File: config.mk
export PLATFORM = sky130hd
export DESIGN_NAME = bus_master_arbiter_flat
export DESIGN_NICKNAME = d
export VERILOG_FILES = /design/src/rtl/bus_master_arbiter_if.sv /design/src/rtl/bus_master_arbiter.sv /design/src/flat_wrapper.sv
export SDC_FILE = /design/constraint.sdc
export NUM_CORES = 1
export LEC_CHECK = 0
export BUFFER_PORTS_ARGS = -buffer_cell sky130_fd_sc_hd__clkbuf_2
export CORE_AREA = 10 10 120 122
export DETAILED_ROUTE_END_ITERATION = 6
export DIE_AREA = 0 0 130 132
export PLACE_DENSITY = 0.58
export SLEW_MARGIN = 15
export SYNTH_ARGS = -nofsm -noshare
export SYNTH_HDL_FRONTEND = slang
export SYNTH_SLANG_ARGS = --single-unit
File: constraint.sdc
create_clock -name clk -period 1.73 [get_ports clk]
set_clock_uncertainty 0.05 [all_clocks]
set_input_delay 0.0865 -clock clk [delete_from_list [all_inputs] [get_ports clk]]
set_output_delay 0.0865 -clock clk [all_outputs]
set_load 0.03 [all_outputs]
File: src/rtl/bus_master_arbiter_if.sv
// Purpose : bundles the four master request/address channels and the shared
//           slave-side bus driven by bus_master_arbiter.
// Modports: master = view of a requesting agent (drives req_/addr/as_/rw/wr_data,
//           observes grant and the shared bus); slave = view of the arbiter,
//           which receives the requests and drives grants plus the shared bus.
interface bus_master_arbiter_if;
  // Master 0..3 request channels (req_, as_, grnt_ are active-low).
  logic        m0_req_, m1_req_, m2_req_, m3_req_;
  logic        m0_grnt_, m1_grnt_, m2_grnt_, m3_grnt_;
  logic [29:0] m0_addr, m1_addr, m2_addr, m3_addr;
  logic        m0_as_, m1_as_, m2_as_, m3_as_;
  logic        m0_rw, m1_rw, m2_rw, m3_rw;
  logic [31:0] m0_wr_data, m1_wr_data, m2_wr_data, m3_wr_data;

  // Shared slave side, muxed from the current owner.
  logic [29:0] s_addr;
  logic        s_as_;
  logic        s_rw;
  logic [31:0] s_wr_data;

  modport master (
    output m0_req_, m1_req_, m2_req_, m3_req_,
    output m0_addr, m1_addr, m2_addr, m3_addr,
    output m0_as_, m1_as_, m2_as_, m3_as_,
    output m0_rw, m1_rw, m2_rw, m3_rw,
    output m0_wr_data, m1_wr_data, m2_wr_data, m3_wr_data,
    input  m0_grnt_, m1_grnt_, m2_grnt_, m3_grnt_,
    input  s_addr, s_as_, s_rw, s_wr_data
  );

  modport slave (
    input  m0_req_, m1_req_, m2_req_, m3_req_,
    input  m0_addr, m1_addr, m2_addr, m3_addr,
    input  m0_as_, m1_as_, m2_as_, m3_as_,
    input  m0_rw, m1_rw, m2_rw, m3_rw,
    input  m0_wr_data, m1_wr_data, m2_wr_data, m3_wr_data,
    output m0_grnt_, m1_grnt_, m2_grnt_, m3_grnt_,
    output s_addr, s_as_, s_rw, s_wr_data
  );
endinterface

File: src/rtl/bus_master_arbiter.sv
// Purpose : four-master bus arbiter; one registered owner, grants decoded from it,
//           shared slave bus muxed combinationally from the owner's inputs.
// Latency : one cycle from a request sampled with the bus free to its grant.
// Backpressure: the owner keeps the bus while its req_ is low; waiters hold with
//           grant high and are not remembered if they drop req_ before grant.
// Ports   : clk, reset (async, active-high), bus (bus_master_arbiter_if.slave).
// Config  : define BUS_ARB_ROUND_ROBIN_EN for round-robin selection starting
//           after the current owner; undefined gives fixed priority m0>m1>m2>m3.
module bus_master_arbiter (
  input  logic                  clk,
  input  logic                  reset,
  bus_master_arbiter_if.slave   bus
);

  logic [1:0] owner_q;
  logic [1:0] owner_d;
  logic [3:0] req;       // active-high view of the request lines
  logic [1:0] sel;       // candidate owner when the current owner lets go

  assign req = ~{bus.m3_req_, bus.m2_req_, bus.m1_req_, bus.m0_req_};

`ifdef BUS_ARB_ROUND_ROBIN_EN
  // Search owner+1, owner+2, owner+3, owner; first requester wins.
  always_comb begin
    logic       found;
    logic [1:0] idx;
    sel   = owner_q;
    found = 1'b0;
    idx   = owner_q;
    for (int k = 1; k <= 4; k++) begin
      idx = owner_q + 2'(k);
      if (!found && req[idx]) begin
        sel   = idx;
        found = 1'b1;
      end
    end
  end
`else
  // Lowest-index requester wins.
  always_comb begin
    sel = owner_q;
    if (req[0])      sel = 2'd0;
    else if (req[1]) sel = 2'd1;
    else if (req[2]) sel = 2'd2;
    else if (req[3]) sel = 2'd3;
  end
`endif

  // Owner holds while requesting; parks when nobody requests.
  always_comb begin
    owner_d = owner_q;
    if (!req[owner_q] && (|req)) owner_d = sel;
  end

  always_ff @(posedge clk or posedge reset) begin
    if (reset) owner_q <= 2'd0;
    else       owner_q <= owner_d;
  end

  // Exactly one grant is low at any time, straight from the owner register.
  assign bus.m0_grnt_ = (owner_q != 2'd0);
  assign bus.m1_grnt_ = (owner_q != 2'd1);
  assign bus.m2_grnt_ = (owner_q != 2'd2);
  assign bus.m3_grnt_ = (owner_q != 2'd3);

  // Shared bus follows the owner regardless of whether it is requesting.
  always_comb begin
    bus.s_addr    = bus.m0_addr;
    bus.s_as_     = bus.m0_as_;
    bus.s_rw      = bus.m0_rw;
    bus.s_wr_data = bus.m0_wr_data;
    case (owner_q)
      2'd1: begin
        bus.s_addr    = bus.m1_addr;
        bus.s_as_     = bus.m1_as_;
        bus.s_rw      = bus.m1_rw;
        bus.s_wr_data = bus.m1_wr_data;
      end
      2'd2: begin
        bus.s_addr    = bus.m2_addr;
        bus.s_as_     = bus.m2_as_;
        bus.s_rw      = bus.m2_rw;
        bus.s_wr_data = bus.m2_wr_data;
      end
      2'd3: begin
        bus.s_addr    = bus.m3_addr;
        bus.s_as_     = bus.m3_as_;
        bus.s_rw      = bus.m3_rw;
        bus.s_wr_data = bus.m3_wr_data;
      end
      default: ;
    endcase
  end

endmodule

File: src/flat_wrapper.sv
// flat-port wrapper written by rule: the top's interface ports become plain ports
module bus_master_arbiter_flat 
  (clk, reset, bus_m0_req_, bus_m1_req_, bus_m2_req_, bus_m3_req_, bus_m0_addr, bus_m1_addr, bus_m2_addr, bus_m3_addr, bus_m0_as_, bus_m1_as_, bus_m2_as_, bus_m3_as_, bus_m0_rw, bus_m1_rw, bus_m2_rw, bus_m3_rw, bus_m0_wr_data, bus_m1_wr_data, bus_m2_wr_data, bus_m3_wr_data, bus_m0_grnt_, bus_m1_grnt_, bus_m2_grnt_, bus_m3_grnt_, bus_s_addr, bus_s_as_, bus_s_rw, bus_s_wr_data);
  bus_master_arbiter_if bus_i ();
  input  logic clk;
  input  logic reset;
  input wire logic [$bits(bus_i.m0_req_)-1:0] bus_m0_req_;
  input wire logic [$bits(bus_i.m1_req_)-1:0] bus_m1_req_;
  input wire logic [$bits(bus_i.m2_req_)-1:0] bus_m2_req_;
  input wire logic [$bits(bus_i.m3_req_)-1:0] bus_m3_req_;
  input wire logic [$bits(bus_i.m0_addr)-1:0] bus_m0_addr;
  input wire logic [$bits(bus_i.m1_addr)-1:0] bus_m1_addr;
  input wire logic [$bits(bus_i.m2_addr)-1:0] bus_m2_addr;
  input wire logic [$bits(bus_i.m3_addr)-1:0] bus_m3_addr;
  input wire logic [$bits(bus_i.m0_as_)-1:0] bus_m0_as_;
  input wire logic [$bits(bus_i.m1_as_)-1:0] bus_m1_as_;
  input wire logic [$bits(bus_i.m2_as_)-1:0] bus_m2_as_;
  input wire logic [$bits(bus_i.m3_as_)-1:0] bus_m3_as_;
  input wire logic [$bits(bus_i.m0_rw)-1:0] bus_m0_rw;
  input wire logic [$bits(bus_i.m1_rw)-1:0] bus_m1_rw;
  input wire logic [$bits(bus_i.m2_rw)-1:0] bus_m2_rw;
  input wire logic [$bits(bus_i.m3_rw)-1:0] bus_m3_rw;
  input wire logic [$bits(bus_i.m0_wr_data)-1:0] bus_m0_wr_data;
  input wire logic [$bits(bus_i.m1_wr_data)-1:0] bus_m1_wr_data;
  input wire logic [$bits(bus_i.m2_wr_data)-1:0] bus_m2_wr_data;
  input wire logic [$bits(bus_i.m3_wr_data)-1:0] bus_m3_wr_data;
  output wire logic [$bits(bus_i.m0_grnt_)-1:0] bus_m0_grnt_;
  output wire logic [$bits(bus_i.m1_grnt_)-1:0] bus_m1_grnt_;
  output wire logic [$bits(bus_i.m2_grnt_)-1:0] bus_m2_grnt_;
  output wire logic [$bits(bus_i.m3_grnt_)-1:0] bus_m3_grnt_;
  output wire logic [$bits(bus_i.s_addr)-1:0] bus_s_addr;
  output wire logic [$bits(bus_i.s_as_)-1:0] bus_s_as_;
  output wire logic [$bits(bus_i.s_rw)-1:0] bus_s_rw;
  output wire logic [$bits(bus_i.s_wr_data)-1:0] bus_s_wr_data;
  assign bus_i.m0_req_ = bus_m0_req_;
  assign bus_i.m1_req_ = bus_m1_req_;
  assign bus_i.m2_req_ = bus_m2_req_;
  assign bus_i.m3_req_ = bus_m3_req_;
  assign bus_i.m0_addr = bus_m0_addr;
  assign bus_i.m1_addr = bus_m1_addr;
  assign bus_i.m2_addr = bus_m2_addr;
  assign bus_i.m3_addr = bus_m3_addr;
  assign bus_i.m0_as_ = bus_m0_as_;
  assign bus_i.m1_as_ = bus_m1_as_;
  assign bus_i.m2_as_ = bus_m2_as_;
  assign bus_i.m3_as_ = bus_m3_as_;
  assign bus_i.m0_rw = bus_m0_rw;
  assign bus_i.m1_rw = bus_m1_rw;
  assign bus_i.m2_rw = bus_m2_rw;
  assign bus_i.m3_rw = bus_m3_rw;
  assign bus_i.m0_wr_data = bus_m0_wr_data;
  assign bus_i.m1_wr_data = bus_m1_wr_data;
  assign bus_i.m2_wr_data = bus_m2_wr_data;
  assign bus_i.m3_wr_data = bus_m3_wr_data;
  assign bus_m0_grnt_ = bus_i.m0_grnt_;
  assign bus_m1_grnt_ = bus_i.m1_grnt_;
  assign bus_m2_grnt_ = bus_i.m2_grnt_;
  assign bus_m3_grnt_ = bus_i.m3_grnt_;
  assign bus_s_addr = bus_i.s_addr;
  assign bus_s_as_ = bus_i.s_as_;
  assign bus_s_rw = bus_i.s_rw;
  assign bus_s_wr_data = bus_i.s_wr_data;
  bus_master_arbiter u_core (.clk(clk), .reset(reset), .bus(bus_i));
endmodule
==> metrics list <==
* Sum of internal, switching and leakage power: between 3000 and 4000 uW
- Headroom to the max-slew limit came out at 0.836.
- Count of different cell masters after synthesis: 18
- Number of violations reported at the end of detailed-routing iteration 0: 58
- Worst IR drop on VDD: 0.568 mV
- Leaving out fill and tap cells, the most frequent cell in the layout is clkbuf_2.
* Slowest stage cell, crit path: mux4_2
* Initial core utilization: 0.148
- Of the total synthesized cell area, the portion taken by full adders, half adders and majority gates is 0.
- Syn Inst Count: 99
- Biggest register: u_core.owner_q
- The worst setup path is of the flip-flop to output pin kind.
* Die W: 130 um
- Top library cells by usage in the layout, fill and taps aside: 265 x clkbuf_2, 65 x buf_8, 64 x mux4_2
* Post-detailed-routing wire length: around 13 mm
- After synthesis, the share of cell area in mux cells is 0.821.
- Syn_area_per_cell: ~18 um^2
- The synthesized design spends more area on one cell type than any other, namely mux4_2.
- The cell sitting at the root of the clock tree is a clkbuf_16.
* Status: finished, violations left
* Die area: about 0.017 mm^2
- Area taken by flip-flops and latches: 55.1 um^2
- Min-Delay Path Depth: 2
* Layer with the highest usage after global routing: met2
- Initial antenna violation count: 1
* Fin crit period: 1.81 ns
- Of the total synthesized cell area, the portion taken by AND, OR, NAND and NOR gates is 0.0191.
* Sum Neg Setup Slack: -3.76 ns
* Post-synthesis instance area: between 0.0015 and 0.002 mm^2
* Clock transition time at the flip-flop clock pins of the worst setup and hold paths: 0.03 ns
* Net count reported at finish: ~700
- Met1 usage in global routing: 0.134
* Maximum clock path buffer count: 2
- For this design the ratio of total power to cell area is ~850 mW/mm^2.
- Leakage Power: 0.00223 uW
- Arrival time worst endpoint: 1.68 ns
- Core region area: around 0.012 mm^2
- The first global-routing pass estimated 18.4 mm of wire.
- CP Cell Sequence: clkbuf_16 > buf_16 > mux4_2 > buf_8
* # H-tree levels: 1
- Largest cells by area after synthesis: mux4_2 82%, buf_12 6.8%, dfrtp_1 2.8%
- For met2 alone, demand over resource in global routing was 0.259.
- The final reports fail on negative setup slack.
* Cell row count: 40
- Mapped Nets: roughly 360
- Met3 demand-to-capacity share in global routing: 0.0479
- Routability-driven placement finished with a final weighted congestion of 0.862.
- The worst register-to-register path has a depth of 6.
- # placed instances: 563
* Final hold violations: 0
- Layout cells sized above 1: 0.961
- For this run, the total global-route usage over all layers was measured as 0.135.
* Post-synthesis compound-gate area fraction: 0.0248
- Largest registers: u_core.owner_q (2)
- The tree built by TritonCTS fans out to 2 sinks.
* Highest clock rate: 551 MHz
* Yosys synthesis warning count: 0
- Entering global routing, the biggest net connects 39 pins.
- The worst hold path belongs to the class input pin to flip-flop.
- Critical path required time: 1.59 ns
- After synthesis, the largest family of logic cells by area is multiplexers.
- Flip-flop count of the largest register, all copies and words added: 2
- Number of setup violations in the final report: 64
- Total of max-cap violations: 0
- Count of unresolved DRC violations after routing: 0
- The largest single stage delay on the critical path is between 0.5 and 0.6 ns.
* Number of routed nets with antenna violations: 0
- The first detailed-routing pass took 4 iterations.
- The count of final max-slew check failures came to 0.
- Of the post-synthesis cell area, the dominant cell type holds 0.815.
- Multi-input gate area: about 0.0015 mm^2
- The layout has approximately 1200 filler cells.
- Largest fanout on the critical path: 5
- TritonCTS clock tree: done
- Number of vias per cell: between 4 and 5
- 330 I/O pins were placed.
- Of the synthesized area, sequential elements account for 0.0283.
- Via count of the first global-routing pass: 3236
* Total global routing overflow: 0
- Buffers inserted during clock tree synthesis total 3.
- Area growth, synth to finish: 157%
- Measured along the y axis, the die boundary spans about 130 um.
* Startpoint type of the worst setup path: flip-flop
- Excluding fillers, the count of instances in the completed layout stands at ~580.
- Detailed placement finished with a half-perimeter wire length of ~11 mm.
* Buffers on Ports: 329
- After layout, the worst setup slack is -0.0850 ns.
* Vias: 2662
- Setup repair after global routing missed its margin: yes
* Number of flip-flops and latches in the synthesized netlist: 2
- The clock reaches the later pin of the worst-skew pair after about 0.22 ns.
- Routed WL per cell: 22.5 um
- Post-layout util: 0.381
* Part of the cycle the worst path needs: 1.05
- Of the total synthesized cell area, the portion taken by XOR and XNOR cells is 0.
* CP endpoint kind: output pin
* Transition time at the pin with the least slew margin: 0.246 ns
==> cells by family (layout without fill, tap and decap cells) <==
family,after synthesis,count (layout)
flops,2,2
compound gates,7,7
buf+inv,18,352
mux,65,65
other cells,0,1
simple gates,7,7
==> synthesized netlist by cell type (all sizes together) <==
| cell type | n |
|---|---|
| a221oi | 1 |
| mux4 | 64 |
| a21oi | 2 |
| inv | 2 |
| nand2 | 3 |
| a31oi | 1 |
| clkbuf | 1 |
| o22ai | 1 |
| or2 | 1 |
| nor2 | 1 |
| dfrtp | 2 |
| a21o | 1 |
| nand2b | 2 |
| o21ai | 1 |
| buf | 15 |
| mux2i | 1 |
==> what timing repair did <==
item,CTS,global route
hold buffers,1,0
setup buffers,3,0
endpoints found under the setup margin,64,64
pin swaps,0,0
endpoints found under the hold margin,2,0
cloned,3,7
gates resized for setup,133,65
==> critical path, delay by kind of cell, from the launching register on <==
| family | cells | cell delay [ns] |
|---|---|---|
| muxes | 1 | 0.53 |
| buffers and inverters | 3 | 0.47 |
| DFF | 1 | 0.45 |
==> per-stage QoR <==
step           hold slack [ns]  cell area [um^2]  setup slack [ns]
2_1_floorplan           -0.222              1770             0.337
3_3_place_gp            -0.120              3500             0.132
3_5_place_dp            -0.127              3500            0.0997
4_1_cts                 0.0643              4290            -0.116
5_1_grt                 0.0865              4540            -0.134
6_report                0.0631              4540           -0.0850
==> area by class of cell <==
type / instances / area share
Inverter: 2 / 0.00165
Sequential cell: 2 / 0.0121
Clock buffer: 3 / 0.0165
Timing Repair Buffer: 347 / 0.592
Multi-Input combinational cell: 79 / 0.337
Antenna cell: 1 / 0.000551
Tap cell: 147 / 0.0405
==> routing by layer <==
metal,share of wire,vias up
li1,-,1158
met1,0.35,1307
met2,0.53,189
met3,0.11,8
met4,0.0080,0
met5,0,-
==> path summary, 6_finish.rpt <==
check / to / from / slack (ns)
worst min-delay path: u_core.owner_q[0] / bus_m1_req_ / 0.06
worst max register to register: u_core.owner_q[1] / u_core.owner_q[0] / 0.32
worst min register to register: u_core.owner_q[0] / u_core.owner_q[1] / 0.75
worst max-delay path: bus_s_wr_data[3] / u_core.owner_q[0] / -0.08
min in group asynchronous: u_core.owner_q[1] / reset / 0.25
max in group asynchronous: u_core.owner_q[0] / reset / 1.26
==> where the power goes <==
group | internal (uW) | total [uW] | switching (uW) | leakage [uW]
Clock | 294 | 344 | 49.8 | 0.0000370
Sequential | 58.6 | 74.5 | 15.9 | 0.0000228
Combinational | 1900 | 3440 | 1540 | 0.00218
Note: power is estimated with default switching activity, not from simulation.
